==> src/rtl/decode_stage_if.sv <==
// rtl/decode_stage_if.sv - handshake and data bundle between IF, decode_stage and EX
// Purpose: groups the decode_stage upstream, write-back, hazard and downstream signals.
// Ports (signals):
//   upstream  : i_valid, o_ready, i_instr, i_pc, i_flush
//   write-back: i_wr, i_wr_rd, i_write_data
//   hazard    : i_ex_load, i_ex_rd
//   downstream: o_valid, i_ready, o_rs1_data, o_rs2_data, o_imm_data, o_opcode,
//               o_func3, o_alu_ctrl, o_rs1, o_rs2, o_rd, o_pc, o_illegal
// Modports: master drives the i_* signals, slave (the decode stage) drives the o_* signals.
interface decode_stage_if #(
  parameter int XLEN = 32
);
  logic            i_valid;
  logic            o_ready;
  logic [31:0]     i_instr;
  logic [XLEN-1:0] i_pc;
  logic            i_flush;
  logic            i_wr;
  logic [4:0]      i_wr_rd;
  logic [XLEN-1:0] i_write_data;
  logic            i_ex_load;
  logic [4:0]      i_ex_rd;
  logic            o_valid;
  logic            i_ready;
  logic [XLEN-1:0] o_rs1_data;
  logic [XLEN-1:0] o_rs2_data;
  logic [XLEN-1:0] o_imm_data;
  logic [6:0]      o_opcode;
  logic [2:0]      o_func3;
  logic [3:0]      o_alu_ctrl;
  logic [4:0]      o_rs1;
  logic [4:0]      o_rs2;
  logic [4:0]      o_rd;
  logic [XLEN-1:0] o_pc;
  logic            o_illegal;

  modport master (
    output i_valid, i_instr, i_pc, i_flush, i_wr, i_wr_rd, i_write_data,
           i_ex_load, i_ex_rd, i_ready,
    input  o_ready, o_valid, o_rs1_data, o_rs2_data, o_imm_data, o_opcode,
           o_func3, o_alu_ctrl, o_rs1, o_rs2, o_rd, o_pc, o_illegal
  );

  modport slave (
    input  i_valid, i_instr, i_pc, i_flush, i_wr, i_wr_rd, i_write_data,
           i_ex_load, i_ex_rd, i_ready,
    output o_ready, o_valid, o_rs1_data, o_rs2_data, o_imm_data, o_opcode,
           o_func3, o_alu_ctrl, o_rs1, o_rs2, o_rd, o_pc, o_illegal
  );
endinterface

==> src/rtl/decode_stage.sv <==
// rtl/decode_stage.sv - registered RV32 decode stage with register file, bypass and hazard stall
// Purpose: decodes one instruction per cycle into operands, immediate and ALU control,
//   holding the result in an output register with valid/ready handshaking.
// Ports:
//   clk  - clock
//   rst  - synchronous active-high reset (clears output register and register file)
//   bus  - decode_stage_if.slave: upstream instr/pc/valid/ready/flush, write-back port,
//          EX load hazard info, downstream decoded fields with valid/ready
// Parameters: XLEN datapath width, REG_COUNT 32 or 16, WB_BYPASS forwards same-cycle WB data.
module decode_stage #(
  parameter int XLEN      = 32,
  parameter int REG_COUNT = 32,
  parameter int WB_BYPASS = 1
) (
  input logic           clk,
  input logic           rst,
  decode_stage_if.slave bus
);
  localparam int         IW        = $clog2(REG_COUNT);
  localparam logic [5:0] REG_LIMIT = 6'(REG_COUNT);

  localparam logic [6:0] OP_LUI    = 7'b0110111;
  localparam logic [6:0] OP_AUIPC  = 7'b0010111;
  localparam logic [6:0] OP_JAL    = 7'b1101111;
  localparam logic [6:0] OP_JALR   = 7'b1100111;
  localparam logic [6:0] OP_BRANCH = 7'b1100011;
  localparam logic [6:0] OP_LOAD   = 7'b0000011;
  localparam logic [6:0] OP_STORE  = 7'b0100011;
  localparam logic [6:0] OP_OPIMM  = 7'b0010011;
  localparam logic [6:0] OP_OP     = 7'b0110011;
  localparam logic [6:0] OP_FENCE  = 7'b0001111;
  localparam logic [6:0] OP_SYSTEM = 7'b1110011;

  localparam logic [3:0] ALU_ADD   = 4'd0;
  localparam logic [3:0] ALU_SUB   = 4'd1;
  localparam logic [3:0] ALU_SLL   = 4'd2;
  localparam logic [3:0] ALU_SLT   = 4'd3;
  localparam logic [3:0] ALU_SLTU  = 4'd4;
  localparam logic [3:0] ALU_XOR   = 4'd5;
  localparam logic [3:0] ALU_SRL   = 4'd6;
  localparam logic [3:0] ALU_SRA   = 4'd7;
  localparam logic [3:0] ALU_OR    = 4'd8;
  localparam logic [3:0] ALU_AND   = 4'd9;
  localparam logic [3:0] ALU_PASSB = 4'd10;

  logic [XLEN-1:0] regs [REG_COUNT];

  logic [31:0] instr;
  logic [6:0]  opcode;
  logic [2:0]  func3;
  logic [4:0]  rs1, rs2, rd;
  logic        legal, rs1_used, rs2_used, rd_used, illegal;
  logic [31:0] imm32;
  logic [3:0]  alu;
  logic [XLEN-1:0] rs1_raw, rs2_raw, rs1_val, rs2_val;
  logic        we, stall, advance, accept;

  assign instr  = bus.i_instr;
  assign opcode = instr[6:0];
  assign func3  = instr[14:12];
  assign rd     = instr[11:7];
  assign rs1    = instr[19:15];
  assign rs2    = instr[24:20];

  // alt selects SUB/SRA; the caller decides whether instr[30] may act as alt.
  function automatic logic [3:0] alu_of(input logic [2:0] f3, input logic alt);
    case (f3)
      3'd0:    alu_of = alt ? ALU_SUB : ALU_ADD;
      3'd1:    alu_of = ALU_SLL;
      3'd2:    alu_of = ALU_SLT;
      3'd3:    alu_of = ALU_SLTU;
      3'd4:    alu_of = ALU_XOR;
      3'd5:    alu_of = alt ? ALU_SRA : ALU_SRL;
      3'd6:    alu_of = ALU_OR;
      default: alu_of = ALU_AND;
    endcase
  endfunction

  always_comb begin
    legal    = 1'b1;
    rs1_used = 1'b1;
    rs2_used = 1'b0;
    rd_used  = 1'b1;
    imm32    = '0;
    alu      = ALU_ADD;
    case (opcode)
      OP_LUI: begin
        rs1_used = 1'b0;
        imm32    = {instr[31:12], 12'b0};
        alu      = ALU_PASSB;
      end
      OP_AUIPC: begin
        rs1_used = 1'b0;
        imm32    = {instr[31:12], 12'b0};
      end
      OP_JAL: begin
        rs1_used = 1'b0;
        imm32    = {{12{instr[31]}}, instr[19:12], instr[20], instr[30:21], 1'b0};
      end
      OP_JALR, OP_LOAD, OP_FENCE, OP_SYSTEM: imm32 = {{20{instr[31]}}, instr[31:20]};
      OP_OPIMM: begin
        imm32 = {{20{instr[31]}}, instr[31:20]};
        // Only shifts honour instr[30]; for ADDI it is just an immediate bit.
        alu   = alu_of(func3, (func3 == 3'd5) && instr[30]);
      end
      OP_OP: begin
        rs2_used = 1'b1;
        alu      = alu_of(func3, instr[30]);
      end
      OP_STORE: begin
        rs2_used = 1'b1;
        rd_used  = 1'b0;
        imm32    = {{20{instr[31]}}, instr[31:25], instr[11:7]};
      end
      OP_BRANCH: begin
        rs2_used = 1'b1;
        rd_used  = 1'b0;
        imm32    = {{19{instr[31]}}, instr[31], instr[7], instr[30:25], instr[11:8], 1'b0};
        case (func3[2:1])
          2'b10:   alu = ALU_SLT;
          2'b11:   alu = ALU_SLTU;
          default: alu = ALU_SUB;
        endcase
      end
      default: begin
        legal   = 1'b0;
        rd_used = 1'b0;
      end
    endcase
  end

  assign illegal = !legal
                || (rs1_used && ({1'b0, rs1} >= REG_LIMIT))
                || (rs2_used && ({1'b0, rs2} >= REG_LIMIT))
                || (rd_used  && ({1'b0, rd}  >= REG_LIMIT));

  // x0 and out-of-range indices read as zero; bypass never applies to x0.
  always_comb begin
    rs1_raw = '0;
    if (rs1 != 5'd0 && ({1'b0, rs1} < REG_LIMIT)) begin
      if (WB_BYPASS != 0 && bus.i_wr && bus.i_wr_rd == rs1) rs1_raw = bus.i_write_data;
      else rs1_raw = regs[rs1[IW-1:0]];
    end
  end

  always_comb begin
    rs2_raw = '0;
    if (rs2 != 5'd0 && ({1'b0, rs2} < REG_LIMIT)) begin
      if (WB_BYPASS != 0 && bus.i_wr && bus.i_wr_rd == rs2) rs2_raw = bus.i_write_data;
      else rs2_raw = regs[rs2[IW-1:0]];
    end
  end

  assign rs1_val = rs1_used ? rs1_raw : '0;
  assign rs2_val = rs2_used ? rs2_raw : '0;

  assign we = bus.i_wr && (bus.i_wr_rd != 5'd0) && ({1'b0, bus.i_wr_rd} < REG_LIMIT);

  always_ff @(posedge clk) begin
    if (rst) begin
      for (int i = 0; i < REG_COUNT; i++) regs[i] <= '0;
    end else if (we) begin
      regs[bus.i_wr_rd[IW-1:0]] <= bus.i_write_data;
    end
  end

  // Load-use hazard only matters for operands the instruction actually reads.
  assign stall   = bus.i_valid && bus.i_ex_load && (bus.i_ex_rd != 5'd0)
                && ((rs1_used && bus.i_ex_rd == rs1) || (rs2_used && bus.i_ex_rd == rs2));
  assign advance = !bus.o_valid || bus.i_ready;
  assign bus.o_ready = advance && !stall && !bus.i_flush;
  assign accept  = bus.i_valid && bus.o_ready;

  // Flush empties the output register even under backpressure; accept is
  // already false whenever flush is high.
  always_ff @(posedge clk) begin
    if (rst) begin
      bus.o_valid    <= 1'b0;
      bus.o_illegal  <= 1'b0;
      bus.o_rs1_data <= '0;
      bus.o_rs2_data <= '0;
      bus.o_imm_data <= '0;
      bus.o_opcode   <= '0;
      bus.o_func3    <= '0;
      bus.o_alu_ctrl <= '0;
      bus.o_rs1      <= '0;
      bus.o_rs2      <= '0;
      bus.o_rd       <= '0;
      bus.o_pc       <= '0;
    end else if (advance || bus.i_flush) begin
      bus.o_valid <= accept;
      if (accept) begin
        bus.o_illegal  <= illegal;
        bus.o_rs1_data <= rs1_val;
        bus.o_rs2_data <= rs2_val;
        bus.o_imm_data <= XLEN'($signed(imm32));
        bus.o_opcode   <= opcode;
        bus.o_func3    <= func3;
        bus.o_alu_ctrl <= illegal ? ALU_ADD : alu;
        bus.o_rs1      <= rs1;
        bus.o_rs2      <= rs2;
        bus.o_rd       <= rd;
        bus.o_pc       <= bus.i_pc;
      end
    end
  end
endmodule

==> src/flat_wrapper.sv <==
// flat-port wrapper written by rule: the top's interface ports become plain ports
module decode_stage_flat 
#(
  parameter int XLEN      = 32,
  parameter int REG_COUNT = 32,
  parameter int WB_BYPASS = 1
)
  (clk, rst, bus_i_valid, bus_i_instr, bus_i_pc, bus_i_flush, bus_i_wr, bus_i_wr_rd, bus_i_write_data, bus_i_ex_load, bus_i_ex_rd, bus_i_ready, bus_o_ready, bus_o_valid, bus_o_rs1_data, bus_o_rs2_data, bus_o_imm_data, bus_o_opcode, bus_o_func3, bus_o_alu_ctrl, bus_o_rs1, bus_o_rs2, bus_o_rd, bus_o_pc, bus_o_illegal);
  decode_stage_if #(.XLEN(XLEN)) bus_i ();
  input logic clk;
  input logic rst;
  input wire logic [$bits(bus_i.i_valid)-1:0] bus_i_valid;
  input wire logic [$bits(bus_i.i_instr)-1:0] bus_i_instr;
  input wire logic [$bits(bus_i.i_pc)-1:0] bus_i_pc;
  input wire logic [$bits(bus_i.i_flush)-1:0] bus_i_flush;
  input wire logic [$bits(bus_i.i_wr)-1:0] bus_i_wr;
  input wire logic [$bits(bus_i.i_wr_rd)-1:0] bus_i_wr_rd;
  input wire logic [$bits(bus_i.i_write_data)-1:0] bus_i_write_data;
  input wire logic [$bits(bus_i.i_ex_load)-1:0] bus_i_ex_load;
  input wire logic [$bits(bus_i.i_ex_rd)-1:0] bus_i_ex_rd;
  input wire logic [$bits(bus_i.i_ready)-1:0] bus_i_ready;
  output wire logic [$bits(bus_i.o_ready)-1:0] bus_o_ready;
  output wire logic [$bits(bus_i.o_valid)-1:0] bus_o_valid;
  output wire logic [$bits(bus_i.o_rs1_data)-1:0] bus_o_rs1_data;
  output wire logic [$bits(bus_i.o_rs2_data)-1:0] bus_o_rs2_data;
  output wire logic [$bits(bus_i.o_imm_data)-1:0] bus_o_imm_data;
  output wire logic [$bits(bus_i.o_opcode)-1:0] bus_o_opcode;
  output wire logic [$bits(bus_i.o_func3)-1:0] bus_o_func3;
  output wire logic [$bits(bus_i.o_alu_ctrl)-1:0] bus_o_alu_ctrl;
  output wire logic [$bits(bus_i.o_rs1)-1:0] bus_o_rs1;
  output wire logic [$bits(bus_i.o_rs2)-1:0] bus_o_rs2;
  output wire logic [$bits(bus_i.o_rd)-1:0] bus_o_rd;
  output wire logic [$bits(bus_i.o_pc)-1:0] bus_o_pc;
  output wire logic [$bits(bus_i.o_illegal)-1:0] bus_o_illegal;
  assign bus_i.i_valid = bus_i_valid;
  assign bus_i.i_instr = bus_i_instr;
  assign bus_i.i_pc = bus_i_pc;
  assign bus_i.i_flush = bus_i_flush;
  assign bus_i.i_wr = bus_i_wr;
  assign bus_i.i_wr_rd = bus_i_wr_rd;
  assign bus_i.i_write_data = bus_i_write_data;
  assign bus_i.i_ex_load = bus_i_ex_load;
  assign bus_i.i_ex_rd = bus_i_ex_rd;
  assign bus_i.i_ready = bus_i_ready;
  assign bus_o_ready = bus_i.o_ready;
  assign bus_o_valid = bus_i.o_valid;
  assign bus_o_rs1_data = bus_i.o_rs1_data;
  assign bus_o_rs2_data = bus_i.o_rs2_data;
  assign bus_o_imm_data = bus_i.o_imm_data;
  assign bus_o_opcode = bus_i.o_opcode;
  assign bus_o_func3 = bus_i.o_func3;
  assign bus_o_alu_ctrl = bus_i.o_alu_ctrl;
  assign bus_o_rs1 = bus_i.o_rs1;
  assign bus_o_rs2 = bus_i.o_rs2;
  assign bus_o_rd = bus_i.o_rd;
  assign bus_o_pc = bus_i.o_pc;
  assign bus_o_illegal = bus_i.o_illegal;
  decode_stage #(.XLEN(XLEN), .REG_COUNT(REG_COUNT), .WB_BYPASS(WB_BYPASS)) u_core (.clk(clk), .rst(rst), .bus(bus_i));
endmodule
==> config.mk <==
export PLATFORM = sky130hd
export DESIGN_NAME = decode_stage_flat
export DESIGN_NICKNAME = d
export VERILOG_FILES = /design/src/rtl/decode_stage_if.sv /design/src/rtl/decode_stage.sv /design/src/flat_wrapper.sv
export SDC_FILE = /design/constraint.sdc
export NUM_CORES = 2
export LEC_CHECK = 0
export BUFFER_PORTS_ARGS = -buffer_cell sky130_fd_sc_hd__buf_2
export CAP_MARGIN = 0
export CORE_MARGIN = 3
export CORE_UTILIZATION = 55
export CTS_BUF_LIST = sky130_fd_sc_hd__clkbuf_8
export DETAILED_ROUTE_END_ITERATION = 8
export PLACE_DENSITY = 0.81
export SYNTH_ARGS = -nofsm -noshare
export SYNTH_HDL_FRONTEND = slang
export SYNTH_SLANG_ARGS = --single-unit
==> constraint.sdc <==
create_clock -name clk -period 5.25 [get_ports clk]
set_clock_uncertainty 0.2 [all_clocks]
set_input_delay 0.2625 -clock clk [delete_from_list [all_inputs] [get_ports clk]]
set_output_delay 0.2625 -clock clk [all_outputs]
set_load 0.005 [all_outputs]
Yosys cells after proc, flatten, opt, wreduce, memory -nomap -nowiden
Memories as Yosys holds them, arrays and structs flattened.
Cells that the tools add are included.
{"block": "op_classes", "mux": 27, "n_reduce_logical": 31, "n_eq_ne": 23}
{"op": "$mux W32", "n": 7}
{"op": "$pmux W32 S5", "n": 1}
{"op": "$pmux W4 S7", "n": 2}
{"op": "$reduce_or A32 Y1", "n": 1}
{"op": "$eq A7 B7 Y1 const B", "n": 4}
{"op": "$eq A7 B6 Y1 const B", "n": 3}
{"op": "$eq A5 B5 Y1", "n": 4}
{"op": "$reduce_bool A5 Y1", "n": 4}
{"op": "$pmux W4 S4", "n": 1}
{"op": "$eq A7 B5 Y1 const B", "n": 2}
{"op": "$mux W1", "n": 13}
{"op": "$logic_and A1 B1 Y1", "n": 12}
{"op": "$reduce_or A11 Y1", "n": 1}
{"op": "$eq A3 B3 Y1 const B", "n": 3}
{"op": "$eq A7 B2 Y1 const B", "n": 1}
{"op": "$eq A7 B4 Y1 const B", "n": 1}
{"op": "$eq A3 B2 Y1 const B", "n": 2}
{"op": "$pmux W3 S2", "n": 1}
{"op": "$reduce_or A3 Y1", "n": 2}
{"op": "$mux W5", "n": 1}
{"op": "$reduce_or A5 Y1", "n": 1}
{"op": "$eq A2 B2 Y1 const B", "n": 2}
{"op": "$logic_not A1 Y1", "n": 4}
{"op": "$mux W4", "n": 1}
{"op": "5 further kinds", "n": 7}
{"block": "word_totals", "ram_bits": 1024, "regBits": 159, "mem_count": 1, "elab_cells": 94}
{"memory": "u_core.regs", "depth": 32, "word_bits": 32, "read_ports": 2, "rd_ports_with_merged_regs": 0, "wr": 32, "line_no": "decode_stage.sv:46", "source": "logic [XLEN-1:0] regs [REG_COUNT];"}

Depth between registers and ports, before layout
{"block": "depth", "depth_word": 11, "ltp_mapped": 10, "mapped_depth_nobuf": 6}

Worst setup path before layout
OpenSTA, ideal clock, no wires.
{"block": "synth_timing", "path_type": "input to register", "start": "input bus_i_wr_rd[2]", "end": "memory u_core.regs[16][0] (enable)", "required_time_ns": 4.720, "n_path_buf": 2, "arrival_ns": 1.810, "slack_ns": 2.910, "cell_stages": 6, "path_cell_list": "clkbuf_1 or3_1 nand4bb_1 clkbuf_1 nor2_1 or2_2"}
{"item": "from (decl)", "line_no": "flat_wrapper.sv:17", "source": "input wire logic [$bits(bus_i.i_wr_rd)-1:0] bus_i_wr_rd;"}
{"item": "to (decl)", "line_no": "decode_stage.sv:46"}

Worst setup path in the final report
{"block": "layout_timing", "start": "input bus_i_instr[2]", "end": "register u_core.bus.o_imm_data[8]"}
{"block": "layout_via", "elab_chain_cells": 11}
{"item": "from (decl)", "line_no": "flat_wrapper.sv:13", "source": "input wire logic [$bits(bus_i.i_instr)-1:0] bus_i_instr;"}
{"item": "$eq A7 B5 Y1, or another cell as far along", "line_no": "decode_stage.sv:86", "source": "case (opcode)"}
{"item": "$reduce_or A3 Y1 (no source line)"}
{"item": "$mux W1", "line_no": "decode_stage.sv:86"}
{"item": "$logic_and A1 B1 Y1", "line_no": "decode_stage.sv:169", "source": "&& ((rs1_used && bus.i_ex_rd == rs1) || (rs2_used && bus.i_ex_rd == rs2));"}
{"item": "$logic_or A1 B1 Y1", "line_no": "decode_stage.sv:169"}
{"item": "$logic_and A1 B1 Y1", "line_no": "decode_stage.sv:169"}
{"item": "$logic_not A1 Y1", "line_no": "decode_stage.sv:171", "source": "assign bus.o_ready = advance && !stall && !bus.i_flush;"}
{"item": "$logic_and A1 B1 Y1 (2 in a row)", "line_no": "decode_stage.sv:171"}
{"item": "$logic_and A1 B1 Y1", "line_no": "decode_stage.sv:172", "source": "assign accept = bus.i_valid && bus.o_ready;"}
{"item": "$reduce_and A2 Y1 (no source line)"}
{"item": "to (signal assigned)", "line_no": "decode_stage.sv:196", "source": "bus.o_imm_data <= XLEN'($signed(imm32));"}
{"item": "to (decl)", "line_no": "decode_stage_if.sv:47", "source": "output o_ready, o_valid, o_rs1_data, o_rs2_data, o_imm_data, o_opcode,"}
Several ways; a longest one is shown, not always the timed one.
A chain may end at the register's enable or synchronous reset.

==> impl_metrics.ini <==
[outcome]
status = completed

[sta]
holdWs_ns = 0.05533
finalHoldViolCount = 0
fmax_mhz = 219.6
min_period_ns = 4.554
min_period_over_period = 0.8674
slew_viol_final = 0
finalSetupViolCount = 0
rsz0062_at_grt = no
setup_tns_ns = 0
tightest_slew_ns = 1.317
slew_headroom = 0.1222

[clock_network]
cts_buffers = 192
htreeDepth = 4
post_cts_buffers = 0
clk_pin_slew_ns = 0.07
cts_resized = 0
cts_tree = done
clock_latency_ns = 0.93
clock_sinks = 1183
max-clock-path-buffers = 3
cts-hold-fix-buffers = 166
cts_root_buf = clkbuf_8

[logic_synthesis]
synth_area_leaders = edfxtp_1 49%, mux2i_1 17%, and2_1 10%
yosys_register_bits = 1183
ys_warn_count = 0
ys_seq_area_frac = 0.5460
synth_cell_types = 69
ys.flop_type = edfxtp_1
yosys.area.top_type_share = 0.4948
synthesis.area_um2 = 62150
synthCells = 5090
synth_edf_count = 1024
synth_top_cell_by_area = edfxtp_1
async_flop_share = 0
postSynthAreaPerCell_um2 = 12.21

[floorplan]
die_x_um = 342.2
placeableCoreArea_um2 = 111400
chipHeight_um = 342.2
start_util = 0.5577
dieArea_um2 = 117100
io_pins = 273
num_rows = 122

[critical_path]
worstRegToRegCells = 11
required_ns = 5.90
ff2ff_setup_slack_ns = 0.79
cp_max_fo = 54
crit_type = primary input to flip-flop
cp-end-kind = flip-flop
start_kind = primary input
r2r_start = u_core.bus.o_valid
critPathArrivalTime_ns = 5.20
timing.rr.end = u_core.bus.o_imm_data[8]

[global_routing]
track_usage = 0.3624
grt_overflow_total = 0
grt_max_degree = 133
antenna_found_initial = 22
grt_pass1_vias = 47544
grt_pass1_wl_um = 311900

[hold_path]
min_path_cells = 4
hp-start = bus_i_instr[11]
min_path_type = primary input to flip-flop
hold_end = u_core.bus.o_rd[4]

[place]
port_buffers = 272
hpwl_um = 120000
gp_congestion = 0.9203

[drt]
dr_total_vias = 47526
avgRoutedWirePerCell_um = 31.00
drt-pass1-iter-count = 6
ant_nets = 0
post_drt_via_cell_ratio = 6.777
wl_um = 217400
drc = 0
drtIter0Drc = 8101

[run]
max_cap_viol_count = 0

[cells_and_area]
final-seq-area_um2 = 33930
fillers = 8313
syn2layout_area_growth_pct = 12.80
nets = 5470
multi_input_area_um2 = 26150
layout-drive-gt1-share = 0.1446

[pwr]
powerDensity_nw_per_um2 = 306.0
vdd_drop_max_v = 0.0002013
power_leakage_uw = 0.02745
==> worst max-delay path, stage by stage <==
cell and delay [ns]:
dlygate4sd3_1 0.52, buf_2 0.26, nand3_1 0.11, dlygate4sd3_1 0.60, a21oi_2 0.43, nor4_4 0.20, nor2_4 0.18, buf_4 0.41
buf_4 0.75, nand3_1 0.17, dlygate4sd3_1 0.60, a21oi_1 0.13, dlygate4sd3_1 0.56
==> cell type report <==
type / count / share of cell area
Clock inverter: 139 / 0.01078
Multi-Input combinational cell: 3384 / 0.3730
Sequential cell: 1183 / 0.4840
Timing Repair Buffer: 558 / 0.06111
Antenna cell: 8 / 0.0002856
Tap cell: 1488 / 0.02656
Inverter: 38 / 0.002035
Clock buffer: 215 / 0.04221
==> worst max path at each step <==
| stage | start | to | slack, ns |
|---|---|---|---|
| detailed placement | bus_i_instr[6] | u_core.bus.o_pc[0] | 1.62 |
| global placement | bus_i_instr[6] | u_core.bus.o_pc[31] | 1.70 |
| global route | bus_i_instr[2] | u_core.bus.o_imm_data[5] | 0.45 |
| floorplan | bus_i_wr_rd[2] | u_core.regs[16][0] | 2.91 |
| CTS | bus_i_instr[2] | u_core.bus.o_imm_data[7] | 0.84 |
| finish | bus_i_instr[2] | u_core.bus.o_imm_data[8] | 0.70 |
==> logic make-up (layout without fill, tap and decap cells) <==
family / count (synthesis) / count (layout) / synth area share
AO/OA/AOI/OAI: 738 / 738 / 0.09345
XOR/XNOR: 21 / 21 / 0.002959
buffers and inverters: 554 / 950 / 0.03877
flip-flops: 1183 / 1183 / 0.5460
multiplexers: 1083 / 1083 / 0.1744
other: 1 / 40 / 0.00006034
AND/OR/NAND/NOR: 1510 / 1510 / 0.1444
==> cell usage after synthesis (all sizes together) (4+ instances only) <==
cell and instances:
a32oi 8, nor3 5, clkbuf 347, o21ai 43
xnor2 12, nor2b 12, nand4 35, nor2 113
mux2i 1083, buf 169, a21oi 32, nor4 5
edfxtp 1024, a221o 32, or2 32, xor2 9
and2 1000, nand3b 7, a41oi 32, o2bb2ai 21
and3 4, a22oi 544, a211oi 9, nand3 268
dfxtp 159, nand2 9, inv 38, a31oi 4
==> cell usage in the layout, fill, tap and decap left out, types with 27 or more instances in the layout <==
master / instances
mux2i_1: 1083
a22oi_1: 533
a221o_1: 32
edfxtp_1: 1024
or2_2: 29
nand4_1: 33
buf_2: 269
dlygate4sd3_1: 166
conb_1: 32
clkinv_1: 43
dfxtp_1: 159
clkbuf_8: 215
buf_12: 27
inv_1: 92
nor2_1: 74
nand3_1: 267
a41oi_1: 32
and2_1: 996
a21oi_1: 31
buf_4: 94
==> registers in the layout, summed over array words and instances (netlist names) <==
register / count
u_core.bus.o_rd: 5
u_core.bus.o_pc: 32
u_core.bus.o_rs1: 5
u_core.bus.o_rs2_data: 32
u_core.regs: 1024
u_core.bus.o_valid: 1
u_core.bus.o_alu_ctrl: 4
u_core.bus.o_func3: 3
u_core.bus.o_imm_data: 32
u_core.bus.o_illegal: 1
u_core.bus.o_rs1_data: 32
u_core.bus.o_rs2: 5
u_core.bus.o_opcode: 7
==> stage by stage <==
stage                 util  worst slack, ns  total power (uW)  cell area, um2  instances
floorplan                -            2.910             12580           62270       5121
global placement    0.5807            1.705             13470           64710       6485
detailed placement  0.5807            1.621             13540           64710       6485
CTS                 0.6290           0.8407             21280           70090       7005
global route        0.6291           0.4550             21990           70100       7011
finish              0.6291           0.6961             21450           70110       7013
==> metal layers <==
metal / routed length, um / vias up / GRT usage
met5: 13 / - / 0
met3: 34140 / 933 / 0.1231
li1: - / 19474 / -
met4: 14050 / 2 / 0.2102
met1: 75560 / 22761 / 0.4624
met2: 93640 / 4356 / 0.5380
==> power by group <==
part           internal (uW)  switching (uW)  leakage (uW)
Clock                   3970            3910       0.00211
Combinational            903            1670        0.0143
Sequential             10700             298        0.0110
No activity file was read; power rests on OpenSTA's default activity.
